## src/rtl/irq_arbiter_pkg.sv

```systemverilog
// irq_arbiter_pkg: shared definitions for the interrupt arbiter.
//   - arb_state_e        : arbiter FSM state encoding
//   - DEFAULT_VEC_STRIDE : default byte distance between source vectors
//   - SRC_*              : board-level source index assignments
package irq_arbiter_pkg;

    typedef enum logic [1:0] {
        StIdle   = 2'd0,
        StAssert = 2'd1,
        StHold   = 2'd2
    } arb_state_e;

    localparam int unsigned DEFAULT_VEC_STRIDE = 4;

    localparam int unsigned SRC_KBD   = 0;
    localparam int unsigned SRC_BP    = 1;
    localparam int unsigned SRC_IR    = 2;
    localparam int unsigned SRC_SPARE = 3;

endpackage

```

## src/rtl/irq_edge_capture.sv

```systemverilog
// irq_edge_capture: per-source rising-edge detector with sticky pending/overflow
// flags and a payload register.
//   clk, rst    : clock, asynchronous active-high reset
//   req_i       : request level; a rising edge is one event
//   data_i      : payload sampled on the event edge
//   clr_i       : arbiter strobe clearing pending on dispatch
//   pending_o   : sticky pending flag
//   overflow_o  : sticky lost-event flag (reset only)
//   data_o      : latest captured payload
module irq_edge_capture #(
    parameter int unsigned DATA_W = 16
) (
    input  logic              clk,
    input  logic              rst,
    input  logic              req_i,
    input  logic [DATA_W-1:0] data_i,
    input  logic              clr_i,
    output logic              pending_o,
    output logic              overflow_o,
    output logic [DATA_W-1:0] data_o
);

    logic              prev_q;
    logic              pending_q, pending_d;
    logic              overflow_q, overflow_d;
    logic [DATA_W-1:0] data_q, data_d;
    logic              evt;

    always_comb begin
        evt        = req_i & ~prev_q;
        pending_d  = pending_q;
        overflow_d = overflow_q;
        data_d     = data_q;
        if (clr_i) begin
            pending_d = 1'b0;
        end
        // An event beats a same-cycle clear; it only counts as lost when the
        // old event is not being dispatched right now.
        if (evt) begin
            pending_d = 1'b1;
            data_d    = data_i;
            if (pending_q && !clr_i) begin
                overflow_d = 1'b1;
            end
        end
    end

    always_ff @(posedge clk or posedge rst) begin
        if (rst) begin
            prev_q     <= 1'b0;
            pending_q  <= 1'b0;
            overflow_q <= 1'b0;
            data_q     <= '0;
        end else begin
            prev_q     <= req_i;
            pending_q  <= pending_d;
            overflow_q <= overflow_d;
            data_q     <= data_d;
        end
    end

    assign pending_o  = pending_q;
    assign overflow_o = overflow_q;
    assign data_o     = data_q;

endmodule

```

## src/rtl/irq_arbiter.sv

```systemverilog
// irq_arbiter: collects edge-triggered interrupt events from NUM_SRC sources and
// dispatches them one at a time (lowest index first) to the CPU interrupt port.
//   clk, rst    : clock, asynchronous active-high reset
//   src_req_i   : per-source request levels
//   src_data_i  : per-source payloads, slice i belongs to source i
//   src_en_i    : per-source enable mask
//   int_en_i    : global interrupt enable
//   vec_base_i  : vector table base address
//   ack_i       : CPU acknowledge (level)
//   irq_o       : interrupt request
//   int_data_o  : payload of the dispatched source
//   int_addr_o  : vector address of the dispatched source
//   src_id_o    : index of the dispatched source
//   pending_o   : sticky pending bits
//   overflow_o  : sticky lost-event flags
module irq_arbiter
    import irq_arbiter_pkg::*;
#(
    parameter int unsigned NUM_SRC    = 4,
    parameter int unsigned DATA_W     = 16,
    parameter int unsigned ADDR_W     = 32,
    parameter int unsigned VEC_STRIDE = DEFAULT_VEC_STRIDE,
    parameter int unsigned HOLDOFF    = 3,
    localparam int unsigned IdW       = (NUM_SRC > 1) ? $clog2(NUM_SRC) : 1
) (
    input  logic                      clk,
    input  logic                      rst,
    input  logic [NUM_SRC-1:0]        src_req_i,
    input  logic [NUM_SRC*DATA_W-1:0] src_data_i,
    input  logic [NUM_SRC-1:0]        src_en_i,
    input  logic                      int_en_i,
    input  logic [ADDR_W-1:0]         vec_base_i,
    input  logic                      ack_i,
    output logic                      irq_o,
    output logic [DATA_W-1:0]         int_data_o,
    output logic [ADDR_W-1:0]         int_addr_o,
    output logic [IdW-1:0]            src_id_o,
    output logic [NUM_SRC-1:0]        pending_o,
    output logic [NUM_SRC-1:0]        overflow_o
);

    localparam int unsigned CntW = (HOLDOFF > 0) ? $clog2(HOLDOFF + 1) : 1;

    logic [NUM_SRC-1:0]             pend_s, ovf_s, clr_s, elig_s;
    logic [NUM_SRC-1:0][DATA_W-1:0] cap_data;

    for (genvar g = 0; g < NUM_SRC; g++) begin : g_src
        irq_edge_capture #(
            .DATA_W (DATA_W)
        ) u_cap (
            .clk        (clk),
            .rst        (rst),
            .req_i      (src_req_i[g]),
            .data_i     (src_data_i[g*DATA_W +: DATA_W]),
            .clr_i      (clr_s[g]),
            .pending_o  (pend_s[g]),
            .overflow_o (ovf_s[g]),
            .data_o     (cap_data[g])
        );
    end

    arb_state_e        state_q, state_d;
    logic [CntW-1:0]   cnt_q, cnt_d;
    logic [IdW-1:0]    id_q, id_d;
    logic [DATA_W-1:0] data_q, data_d;
    logic [ADDR_W-1:0] addr_q, addr_d;
    logic              pick_valid;
    logic [IdW-1:0]    pick_idx;

    // Fixed priority: scan downward so the lowest eligible index ends up chosen.
    always_comb begin
        elig_s     = pend_s & src_en_i & {NUM_SRC{int_en_i}};
        pick_valid = 1'b0;
        pick_idx   = '0;
        for (int i = NUM_SRC - 1; i >= 0; i--) begin
            if (elig_s[i]) begin
                pick_valid = 1'b1;
                pick_idx   = IdW'(i);
            end
        end
    end

    always_comb begin
        state_d = state_q;
        cnt_d   = cnt_q;
        id_d    = id_q;
        data_d  = data_q;
        addr_d  = addr_q;
        clr_s   = '0;
        unique case (state_q)
            StIdle: begin
                if (pick_valid) begin
                    state_d         = StAssert;
                    id_d            = pick_idx;
                    data_d          = cap_data[pick_idx];
                    addr_d          = vec_base_i + ADDR_W'(pick_idx) * ADDR_W'(VEC_STRIDE);
                    clr_s[pick_idx] = 1'b1;
                end
            end
            StAssert: begin
                if (ack_i) begin
                    state_d = StHold;
                    cnt_d   = CntW'(HOLDOFF);
                end
            end
            StHold: begin
                if (cnt_q == '0) begin
                    state_d = StIdle;
                end else begin
                    cnt_d = cnt_q - 1'b1;
                end
            end
            default: state_d = StIdle;
        endcase
    end

    always_ff @(posedge clk or posedge rst) begin
        if (rst) begin
            state_q <= StIdle;
            cnt_q   <= '0;
            id_q    <= '0;
            data_q  <= '0;
            addr_q  <= '0;
        end else begin
            state_q <= state_d;
            cnt_q   <= cnt_d;
            id_q    <= id_d;
            data_q  <= data_d;
            addr_q  <= addr_d;
        end
    end

    assign irq_o      = (state_q == StAssert);
    assign int_data_o = data_q;
    assign int_addr_o = addr_q;
    assign src_id_o   = id_q;
    assign pending_o  = pend_s;
    assign overflow_o = ovf_s;

endmodule
```

## config.mk

```make
export PLATFORM = sky130hd
export DESIGN_NAME = irq_arbiter
export DESIGN_NICKNAME = d
export VERILOG_FILES = /design/src/rtl/irq_arbiter_pkg.sv /design/src/rtl/irq_edge_capture.sv /design/src/rtl/irq_arbiter.sv
export SDC_FILE = /design/constraint.sdc
export NUM_CORES = 1
export LEC_CHECK = 0
export ABC_CLOCK_PERIOD_IN_PS = 3300
export BUFFER_PORTS_ARGS = -buffer_cell sky130_fd_sc_hd__buf_2
export CAP_MARGIN = 15
export CELL_PAD_IN_SITES_DETAIL_PLACEMENT = 1
export CELL_PAD_IN_SITES_GLOBAL_PLACEMENT = 1
export CORE_UTILIZATION = 42
export CTS_BUF_LIST = sky130_fd_sc_hd__clkbuf_2 sky130_fd_sc_hd__clkbuf_4 sky130_fd_sc_hd__clkbuf_8
export DETAILED_ROUTE_END_ITERATION = 10
export GPL_TIMING_DRIVEN = 0
export PLACE_DENSITY = 0.88
export SKIP_CTS_REPAIR_TIMING = 1
export SLEW_MARGIN = 10
export SYNTH_ARGS = -nofsm -noshare
export SYNTH_HDL_FRONTEND = slang
export SYNTH_HIERARCHICAL = 1
export SYNTH_SLANG_ARGS = --single-unit
```

## constraint.sdc

```tcl
create_clock -name clk -period 3.3 [get_ports clk]
set_input_delay 0.495 -clock clk [delete_from_list [all_inputs] [get_ports clk]]
set_output_delay 0.495 -clock clk [all_outputs]
set_load 0.02 [all_outputs]
```

==> metrics.md, run 1 <==
| Metric | Value |
|---|---|
| Placed cells | 898 |
| Most common cell after layout, fill and taps aside | buf_2 |
| CTS root buf | clkbuf_8 |
| Post-DP HPWL | 14,400 um |
| Final Wtd Congestion | 0.847 |
| Fin. max-slew vios | 0 |
| Worst Hold Class | in2async |
| PnR Total Power | 5.76 mW |
| FFs w/ async S/R, synth | 100% |
| Slew HR | 47.5% |
| Initial Utilization | 43.0% |
| Layout Cells excl Fill | 931 |
| Count of final setup violators | 0 |
| Setup TNS | 0 ns |
| Placed inst area | 7330 sq um |
| Compound-Gate Fraction of Synth Area | 14.0% |
| Syn_area_per_cell | 11.4 sq um |
| DR pass1 iterations | 5 |
| Final #Nets | 845 |
| Initial antenna violation count | 0 |
| Multiplexer share of the synthesized area | 13.6% |
| DR vias/cell | 5.64 |
| Critical path launch point type | flop |
| Sequential area share after synthesis | 52.0% |
| Buffers on Ports | 166 |
| Largest family of logic cells by synthesized area | compound AO/OA/AOI/OAI gates |
| Most frequent cells in the layout | buf_2 (168), dfrtp_1 (129), o21ai_0 (45) |
| Tightest Pin Transition | 0.787 ns |
| Post-synthesis instance total | 547 |
| Core box area | 14,500 sq um |
| TritonCTS buffer count | 17 |
| Vias in the first global route | 5,633 |
| Yosys warns | 6 |
| Period utilization | 92.8% |
| Post-DRT Antenna Nets | 0 |
| Simple-gate share of the synthesized area | 13.3% |
| Synthesis-stage register bit count | 130 |
| CP Class | reg2reg |
| Via count | 5,248 |
| DR WL/cell | 19.9 um |
| Pwr/cell area | 743 nW/um^2 |
| TritonCTS clock tree | built |
| DRT iter0 DRCs | 269 |
| Adder-cell share of the synthesized area | 0.921% |
| Clock Pin Slew Worst Setup and Hold Paths | 0.08 ns |
| Fin. Hold Viols | 0 |
| Final Core Density | 53.3% |
| Clock sinks | 130 |
| Largest net degree at the start of global routing | 38 |
| Number of remaining DRC errors | 0 |
| Shortest period the worst path allows | 3.06 ns |
| Layout cells sized above 1 | 42.1% |
| Site Rows | 44 |
| Unique masters post-synth | 50 |
| Chip Height | 124 um |
| Die ar. | 15,400 sq um |
| Die Width | 124 um |
| Worst VDD drop | 0.287 mV |
| Synthesized Nets | 659 |
| Gr ovfl total | 0 |
| First-pass GRT wire length | 29,100 um |
| Syn-to-layout area delta | 24.0% |
| Design area | 7750 sq um |
| Xor/xnor share of the synthesized area | 1.40% |
| Crit path max fanout | 9 |
| Outcome | finished clean |
| Clk_skew | 0.0145 ns |
| CP required | 3.67 ns |
| Fmax | 327 MHz |
| RSZ-0062 raised after global routing | no |
| Number of max-cap violations | 0 |
| Clk buf depth | 2 |
| Final WL | 18,600 um |
| Synth Cell Area | 6250 sq um |
| Aggregate global-route resource usage | 25.6% |
| Ys flop type | dfrtp_1 |
| Crit path DAT | 3.44 ns |
| Post-synth EDFFs | 0 |
| Htree depth | 4 |
| Worst Setup End Kind | flop |
| I/O Pins | 167 |
| Clock latency on the worst-skew pair | 0.46 ns |
| Leakage | 3.48 nW |
-- cell usage after synthesis, drive strengths merged (2+ instances only) --
cell type    n  share of area, %
nand4        7              0.70
a31o         4              0.56
or4         13               1.6
nor3         2              0.16
a21oi        7              0.56
o21ai       45               3.6
and4         3              0.42
clkbuf      17               1.0
a31oi       29               2.9
buf         16               2.6
a22oi        3              0.36
nand2b       4              0.40
inv         18               1.1
mux2        65                14
nor2        37               2.2
o221ai       5              0.70
a32oi       13               1.8
and3         6              0.60
xor2         7              0.98
or3          4              0.40
nand3       14               1.2
nor2b        5              0.98
o31ai       12               1.4
or2         15               1.5
a21o         6              0.80
ha           3              0.60
and2         2              0.20
dfrtp      130                52
a221oi       3              0.42
xnor2        3              0.42
nand2       37               2.2
a221o        2              0.32
-- report_power, final --
group | switching [mW] | internal [mW]
registers | 0.324 | 2.05
logic | 1.28 | 0.778
clock network | 0.690 | 0.635
total | 2.29 | 3.47
-- worst max-delay path, stage by stage (launching register included) --
cell      delay [ns]
dfrtp_2         0.42
nand3_1         0.19
nand2b_2        0.28
a22oi_2         0.23
ha_1            0.23
inv_1           0.06
fa_1            0.49
nor2b_4         0.23
nand2_2         0.16
or4_1           0.49
a31oi_1         0.20
-- registers in the layout, indices dropped and copies added, names as in the netlist --
signal,count
src_id_o,2
int_data_o,16
g_src.u_cap/overflow_o,4
g_src.u_cap/data_o,64
g_src.u_cap/pending_o,4
int_addr_o,32
cnt_q,2
state_q,2
g_src.u_cap/prev_q,4
-- per-stage QoR --
stage	hold WS [ns]	worst slack, ns
2_1_floorplan	0.446	0.422
3_3_place_gp	0.452	-0.304
3_5_place_dp	0.452	-0.457
4_1_cts	0.0683	-0.257
5_1_grt	0.0954	0.000823
6_report	0.0876	0.238
-- cell type report --
class                           instances  area, sq um
Fill cell                            1638         6790
Sequential cell                       130         3250
Multi-Input combinational cell        366         2730
Timing Repair Buffer                  167          851
Clock buffer                           19          255
Buffer                                 33          231
Tap cell                              184          230
Clock inverter                         13          126
Inverter                               18         67.6
Antenna cell                            1         2.50
-- final timing paths --
check,start,to,slack (ns),cells past startpoint
worst max-delay path,g_src[3].u_cap/pending_o$_DFFE_PP0P_,int_addr_o[30]$_DFFE_PP0P_,0.24,10
worst min-delay path,rst,src_id_o[1]$_DFFE_PP0P_,0.09,2
worst max register to register,g_src[3].u_cap/pending_o$_DFFE_PP0P_,int_addr_o[30]$_DFFE_PP0P_,0.24,10
worst min register to register,g_src[1].u_cap/overflow_o$_DFFE_PP0P_,g_src[1].u_cap/overflow_o$_DFFE_PP0P_,0.48,1
max in group asynchronous,rst,g_src[2].u_cap/data_o[7]$_DFFE_PP0P_,2.57,2
min in group clk,src_req_i[1],g_src[1].u_cap/prev_q$_DFF_PP0_,0.16,1
-- layer usage --
layer  track usage, %  vias up  part of all wire [%]
li1                 -     2381                     -
met3             6.91       33                   6.5
met2             44.7      188                    51
met4             9.75        0                   2.1
met5                0        -                     0
met1             29.8     2646                    41
-- logic make-up after synthesis --
logic type | Yosys count
AOI/OAI and AO/OA | 133
xor gates and xnor gates | 10
adders and majority gates | 4
buffers and inverters | 51
DFF | 130
muxes | 65
and+or+nand+nor | 154
(Power assumes the default switching activity.)
==> inputs of run 2 (changes only) <==
--- a/config.mk
+++ b/config.mk
@@ -14,6 +14,7 @@
 export CTS_BUF_LIST = sky130_fd_sc_hd__clkbuf_2 sky130_fd_sc_hd__clkbuf_4 sky130_fd_sc_hd__clkbuf_8
 export DETAILED_ROUTE_END_ITERATION = 10
 export GPL_TIMING_DRIVEN = 0
+export MAX_ROUTING_LAYER = met4
 export PLACE_DENSITY = 0.88
 export SKIP_CTS_REPAIR_TIMING = 1
 export SLEW_MARGIN = 10
==> metrics.md, run 2 (synthesis gave the netlist of run 1 again) <==
| Metric | Value |
|---|---|
| Outcome | finished clean |
| Largest net degree at the start of global routing | 38 (unchanged) |
| Setup TNS | 0 ns (unchanged) |
| Placed inst area | 7330 sq um (unchanged) |
| Most common cell after layout, fill and taps aside | buf_2 |
| Tightest Pin Transition | 0.798 ns (+0.0109 ns) |
| Clock latency on the worst-skew pair | 0.46 ns (about the same) |
| Fin. Hold Viols | 0 (unchanged) |
| DRT iter0 DRCs | 293 (+8.9%) |
| CP Class | reg2reg |
| CTS root buf | clkbuf_8 |
| Clk buf depth | 2 (unchanged) |
| Max reg flops | 64 (unchanged) |
| Period utilization | 93.1% (+0.32 points) |
| Layout Cells excl Fill | 931 (unchanged) |
| Vias in the first global route | 5,633 (unchanged) |
| Site Rows | 44 (unchanged) |
| Shortest period the worst path allows | 3.07 ns (+0.0105 ns) |
| I/O Pins | 167 (unchanged) |
| Final #Nets | 845 (unchanged) |
| Clock Pin Slew Worst Setup and Hold Paths | 0.08 ns (about the same) |
| DR WL/cell | 20.0 um (+0.13%) |
| Buffers on Ports | 166 (unchanged) |
| WL met1 | 7690 um (+1.4%) |
| R2R setup slack | 0.23 ns (about the same) |
| Most frequent cells in the layout | buf_2 (168), dfrtp_1 (129), o21ai_0 (45) |
| CP required | 3.68 ns (about the same) |
| Layout cells sized above 1 | 42.1% (unchanged) |
| Initial antenna violation count | 0 (unchanged) |
| Worst Setup End Kind | flop |
| Chip Height | 124 um (unchanged) |
| First-pass GRT wire length | 29,100 um (unchanged) |
| PnR Total Power | 5.76 mW (+0.15%) |
| Post-DP HPWL | 14,400 um (unchanged) |
| Worst Hold Class | in2async |
| Pwr/cell area | 744 nW/um^2 (+0.15%) |
| Fmax | 325 MHz (-0.34%) |
| Via count | 5,235 (-0.25%) |
| Crit path DAT | 3.46 ns (+0.02 ns) |
| Leakage | 3.48 nW (unchanged) |
| Number of max-cap violations | 0 (unchanged) |
| Fin. max-slew vios | 0 (unchanged) |
| TritonCTS buffer count | 17 (unchanged) |
| Worst VDD drop | 0.288 mV (+0.34%) |
| Die ar. | 15,400 sq um (unchanged) |
| Detailed-routed wire length on met3 | 1120 um (-7.3%) |
| Placed cells | 898 (unchanged) |
| Met2 Routed Length | 9390 um (+0.25%) |
| Max layer used | met4 |
| Storage cell area | 3250 sq um (unchanged) |
| Gr ovfl total | 0 (unchanged) |
| Design area | 7750 sq um (unchanged) |
| Clk_skew | 0.0152 ns (+0.000680 ns) |
| Final Core Density | 53.3% (unchanged) |
| Count of final setup violators | 0 (unchanged) |
| Final Wtd Congestion | 0.861 (+1.6%) |
| Syn-to-layout area delta | 24.0% (unchanged) |
| Critical path launch point type | flop |
| Die Width | 124 um (unchanged) |
| RSZ-0062 raised after global routing | no |
| Number of remaining DRC errors | 0 (unchanged) |
| Htree depth | 4 (unchanged) |
| TritonCTS clock tree | built |
| Clock sinks | 130 (unchanged) |
| Post-DRT Antenna Nets | 0 (unchanged) |
| Crit path max fanout | 9 (unchanged) |
| Aggregate global-route resource usage | 26.3% (+0.74 points) |
| Layout fillers | 1,638 (unchanged) |
| DR pass1 iterations | 4 (-1) |
| DR vias/cell | 5.62 (-0.25%) |
| Area of the multi-input gates | 2730 sq um (unchanged) |
| Slew HR | 46.8% (-0.73 points) |
| Core box area | 14,500 sq um (unchanged) |
| Initial Utilization | 43.0% (unchanged) |
| Final WL | 18,600 um (+0.13%) |
[run 2: final cells by class]
class	count	area share, %
Clock buffer	19	3.29
Multi-Input combinational cell	366	35.2
Timing Repair Buffer	167	11.0
Sequential cell	130	42.0
Buffer	33	2.99
Clock inverter	13	1.63
Inverter	18	0.872
Antenna cell	1	0.0323
Tap cell	184	2.97
[run 2: power by group]
group          internal, mW  switching, mW
clock network         0.635          0.696
logic                 0.778           1.28
registers              2.05          0.325
total                  3.47           2.30
[run 2: worst max-delay path, cell delays in order, from the launching register on]
cell	delay (ns)
dfrtp_2	0.42
nand3_1	0.19
nand2b_2	0.28
a22oi_2	0.24
ha_1	0.24
inv_1	0.06
fa_1	0.49
nor2b_4	0.24
nand2_2	0.16
or4_1	0.49
a31oi_1	0.19
[run 2: per-stage QoR]
step,setup slack (ns),hold WS [ns]
final,0.227,0.0844
after global routing,0.000316,0.0954
after CTS,-0.257,0.0683
after detailed placement,-0.457,0.452
after global placement,-0.304,0.452
after floorplan,0.422,0.446
[run 2: worst paths after layout]
path,startpoint,to,cells past startpoint
setup / recovery,g_src[3].u_cap/pending_o$_DFFE_PP0P_,int_addr_o[30]$_DFFE_PP0P_,10
hold / removal,rst,src_id_o[1]$_DFFE_PP0P_,2
setup reg to reg,g_src[3].u_cap/pending_o$_DFFE_PP0P_,int_addr_o[30]$_DFFE_PP0P_,10
hold reg to reg,g_src[1].u_cap/overflow_o$_DFFE_PP0P_,g_src[1].u_cap/overflow_o$_DFFE_PP0P_,1
max in group asynchronous,rst,g_src[2].u_cap/data_o[7]$_DFFE_PP0P_,2
min in group clk,src_req_i[1],g_src[1].u_cap/prev_q$_DFF_PP0_,1
[run 2: metal layers]
metal / vias up / global-route usage (%)
li1: 2379 / -
met1: 2635 / 29.8
met2: 192 / 44.7
met3: 29 / 6.78
met4: 0 / 9.75
met5: - / -
==> inputs of run 3 (changes only) <==
--- a/config.mk
+++ b/config.mk
@@ -6,16 +6,16 @@
 export NUM_CORES = 1
 export LEC_CHECK = 0
 export ABC_CLOCK_PERIOD_IN_PS = 3300
-export BUFFER_PORTS_ARGS = -buffer_cell sky130_fd_sc_hd__buf_2
 export CAP_MARGIN = 15
 export CELL_PAD_IN_SITES_DETAIL_PLACEMENT = 1
 export CELL_PAD_IN_SITES_GLOBAL_PLACEMENT = 1
-export CORE_UTILIZATION = 42
+export CORE_UTILIZATION = 50
 export CTS_BUF_LIST = sky130_fd_sc_hd__clkbuf_2 sky130_fd_sc_hd__clkbuf_4 sky130_fd_sc_hd__clkbuf_8
 export DETAILED_ROUTE_END_ITERATION = 10
+export DONT_BUFFER_PORTS = 1
 export GPL_TIMING_DRIVEN = 0
 export MAX_ROUTING_LAYER = met4
-export PLACE_DENSITY = 0.88
+export PLACE_DENSITY = 0.86
 export SKIP_CTS_REPAIR_TIMING = 1
 export SLEW_MARGIN = 10
 export SYNTH_ARGS = -nofsm -noshare
==> metrics.md, run 3 (synthesis gave the netlist of run 1 again) <==
| Metric | Value |
|---|---|
| Crit path DAT | 3.48 ns (+0.02 ns) |
| DR vias/cell | 6.13 (+9.0%) |
| Worst Hold Class | in2async |
| I/O Pins | 167 (unchanged) |
| Comb pwr share | 22.3% (-13 points) |
| Tightest Pin Transition | 0.851 ns (+0.0531 ns) |
| Min Hold Slack | 0.0459 ns (-0.0385 ns) |
| Chip Height | 114 um (-8.2%) |
| Worst Setup End Kind | flop |
| Clock Pin Slew Worst Setup and Hold Paths | 0.08 ns (about the same) |
| Max reg flops | 64 (unchanged) |
| Slew HR | 43.2% (-3.5 points) |
| CTS root buf | clkbuf_8 |
| CP max stage cell | dfrtp_2 |
| R2R depth | 10 (unchanged) |
| Gr ovfl total | 0 (unchanged) |
| DR WL/cell | 24.0 um (+20%) |
| CP Class | reg2reg |
| Design area | 6980 sq um (-9.9%) |
| Outcome | finished clean |
| Clk pwr share | 26.5% (+3.4 points) |
| Leakage | 2.85 nW (-18%) |
| Layout cells sized above 1 | 26.5% (-16 points) |
| Initial Utilization | 51.6% (+8.6 points) |
| Layout Cells excl Fill | 753 (-19%) |
| Critical path launch point type | flop |
| Setup TNS | 0 ns (unchanged) |
| Post-DRT Antenna Nets | 0 (unchanged) |
| Clk buf depth | 2 (unchanged) |
| Syn-to-layout area delta | 11.7% |
| Power Internal | 3.41 mW (-1.7%) |
| Fmax | 322 MHz (-1.1%) |
| Slowest stage delay, CP | 0.52 ns (+0.03 ns) |
| Net Sw Frac | 38.7% (-1.1 points) |
| Site Rows | 40 (-9.1%) |
| Count of final setup violators | 0 (unchanged) |
| Htree depth | 4 (unchanged) |
| Number of max-cap violations | 0 (unchanged) |
| Fin. max-slew vios | 0 (unchanged) |
| Worst VDD drop | 0.376 mV (+31%) |
| Clock latency on the worst-skew pair | 0.45 ns (about the same) |
| Largest net degree at the start of global routing | 38 (unchanged) |
| Most common cell after layout, fill and taps aside | dfrtp_1 |
| Crit path cell chain | nand3_2 > nand2b_1 > a22oi_2 > ha_1 > inv_1 > fa_2 > nor2b_4 > nand2_2 > or4_1 > a31oi_1 |
| Final WL | 18,100 um (-2.8%) |
| Core box area | 12,100 sq um (-17%) |
| Period utilization | 94.2% (+1.0 points) |
| TritonCTS clock tree | built |
| Initial antenna violation count | 2 (+2) |
| Via count | 4,616 (-12%) |
| DR pass1 iterations | 4 (unchanged) |
| RSZ-0062 raised after global routing | no |
| Switching power | 2.15 mW (-6.3%) |
| Pwr/cell area | 796 nW/um^2 (+7.0%) |
| TritonCTS buffer count | 17 (unchanged) |
| DRT iter0 DRCs | 321 (+9.6%) |
| Die ar. | 13,000 sq um (-16%) |
| CP required | 3.67 ns (about the same) |
| Aggregate global-route resource usage | 30.4% (+4.1 points) |
| Placed inst area | 6480 sq um (-12%) |
| Most frequent cells in the layout | dfrtp_1 (127), o21ai_0 (45), nor2_1 (37) |
| Post-DP HPWL | 13,800 um (-4.0%) |
| Buffers on Ports | 0 (-100%) |
| Crit path max fanout | 9 (unchanged) |
| Clock sinks | 130 (unchanged) |
| Die Width | 114 um (-8.2%) |
| Clk_skew | 0.00808 ns (-0.00711 ns) |
| Number of remaining DRC errors | 0 (unchanged) |
| Seq pwr share | 51.2% (+9.9 points) |
| Placed cells | 716 (-20%) |
| Fin. Hold Viols | 0 (unchanged) |
| Shortest period the worst path allows | 3.11 ns (+0.0345 ns) |
| Vias in the first global route | 5,233 (-7.1%) |
| First-pass GRT wire length | 28,600 um (-1.6%) |
| Final #Nets | 681 (-19%) |
| Final Wtd Congestion | 0.880 (+2.3%) |
==> run 3: changes by cell type in the layout (fill, tap and decap cells not counted), moves of 2 or more <==
cell / before / now
diode_2: 1 / 3
dfrtp_2: 1 / 3
clkinv_4: 5 / 1
inv_6: 4 / 0
bufinv_16: 1 / 4
clkinvlp_4: 1 / 6
dfrtp_1: 129 / 127
nand3_1: 13 / 11
buf_2: 168 / 2
nand3_2: 1 / 3
==> run 3: per-layer routing <==
layer  GRT usage (%)  wire length [um]
met5               -                 0
met4            12.6               446
met3            11.5              1650
met2            51.4              9260
met1            32.0              6710
==> run 3: area by class of cell <==
cell class | instances | area, sq um
fill | 1285 | 5130
tap | 168 | 210
inverter | 18 | 67.6
clock inverter | 14 | 189
sequential | 130 | 3260
antenna | 3 | 7.51
buffer | 33 | 231
clock buffer | 18 | 241
timing repair buffer | 3 | 35.0
multi-input combinational | 366 | 2750
==> run 3: worst paths after layout <==
kind	start	to	slack, ns
setup reg to reg	g_src[3].u_cap/pending_o$_DFFE_PP0P_	int_addr_o[30]$_DFFE_PP0P_	0.19
max in group asynchronous	rst	int_addr_o[7]$_DFFE_PP0P_	2.21
setup / recovery	g_src[3].u_cap/pending_o$_DFFE_PP0P_	int_addr_o[30]$_DFFE_PP0P_	0.19
hold / removal	rst	g_src[1].u_cap/data_o[9]$_DFFE_PP0P_	0.05
min in group clk	src_req_i[1]	g_src[1].u_cap/prev_q$_DFF_PP0_	0.07
hold reg to reg	g_src[0].u_cap/data_o[14]$_DFFE_PP0P_	g_src[0].u_cap/data_o[14]$_DFFE_PP0P_	0.51
==> run 3: stage by stage <==
step	util (%)	setup slack (ns)	power (mW)
6_report	57.7	0.193	5.56
4_1_cts	57.1	-0.577	5.58
3_5_place_dp	53.5	-0.527	4.09
5_1_grt	57.6	0.00249	5.86
3_3_place_gp	53.3	-0.379	3.95
2_1_floorplan	-	0.422	3.64
==> run 3: critical path: cells and delay by family (launching register included) <==
family	cells	cell delay, ns
buffers and inverters	1	0.07
AOI/OAI and AO/OA	2	0.44
DFF	1	0.52
and+or+nand+nor	5	1.34
adders and majority gates	2	0.66
==> run 3: power groups by stage <==
stage | registers [mW] | clock network (mW) | logic [mW]
floorplan | 2.71 | 0 | 0.924
global placement | 2.84 | 0 | 1.11
detailed placement | 2.88 | 0 | 1.22
CTS | 2.85 | 1.50 | 1.23
global route | 2.91 | 1.57 | 1.38
finish | 2.85 | 1.47 | 1.24
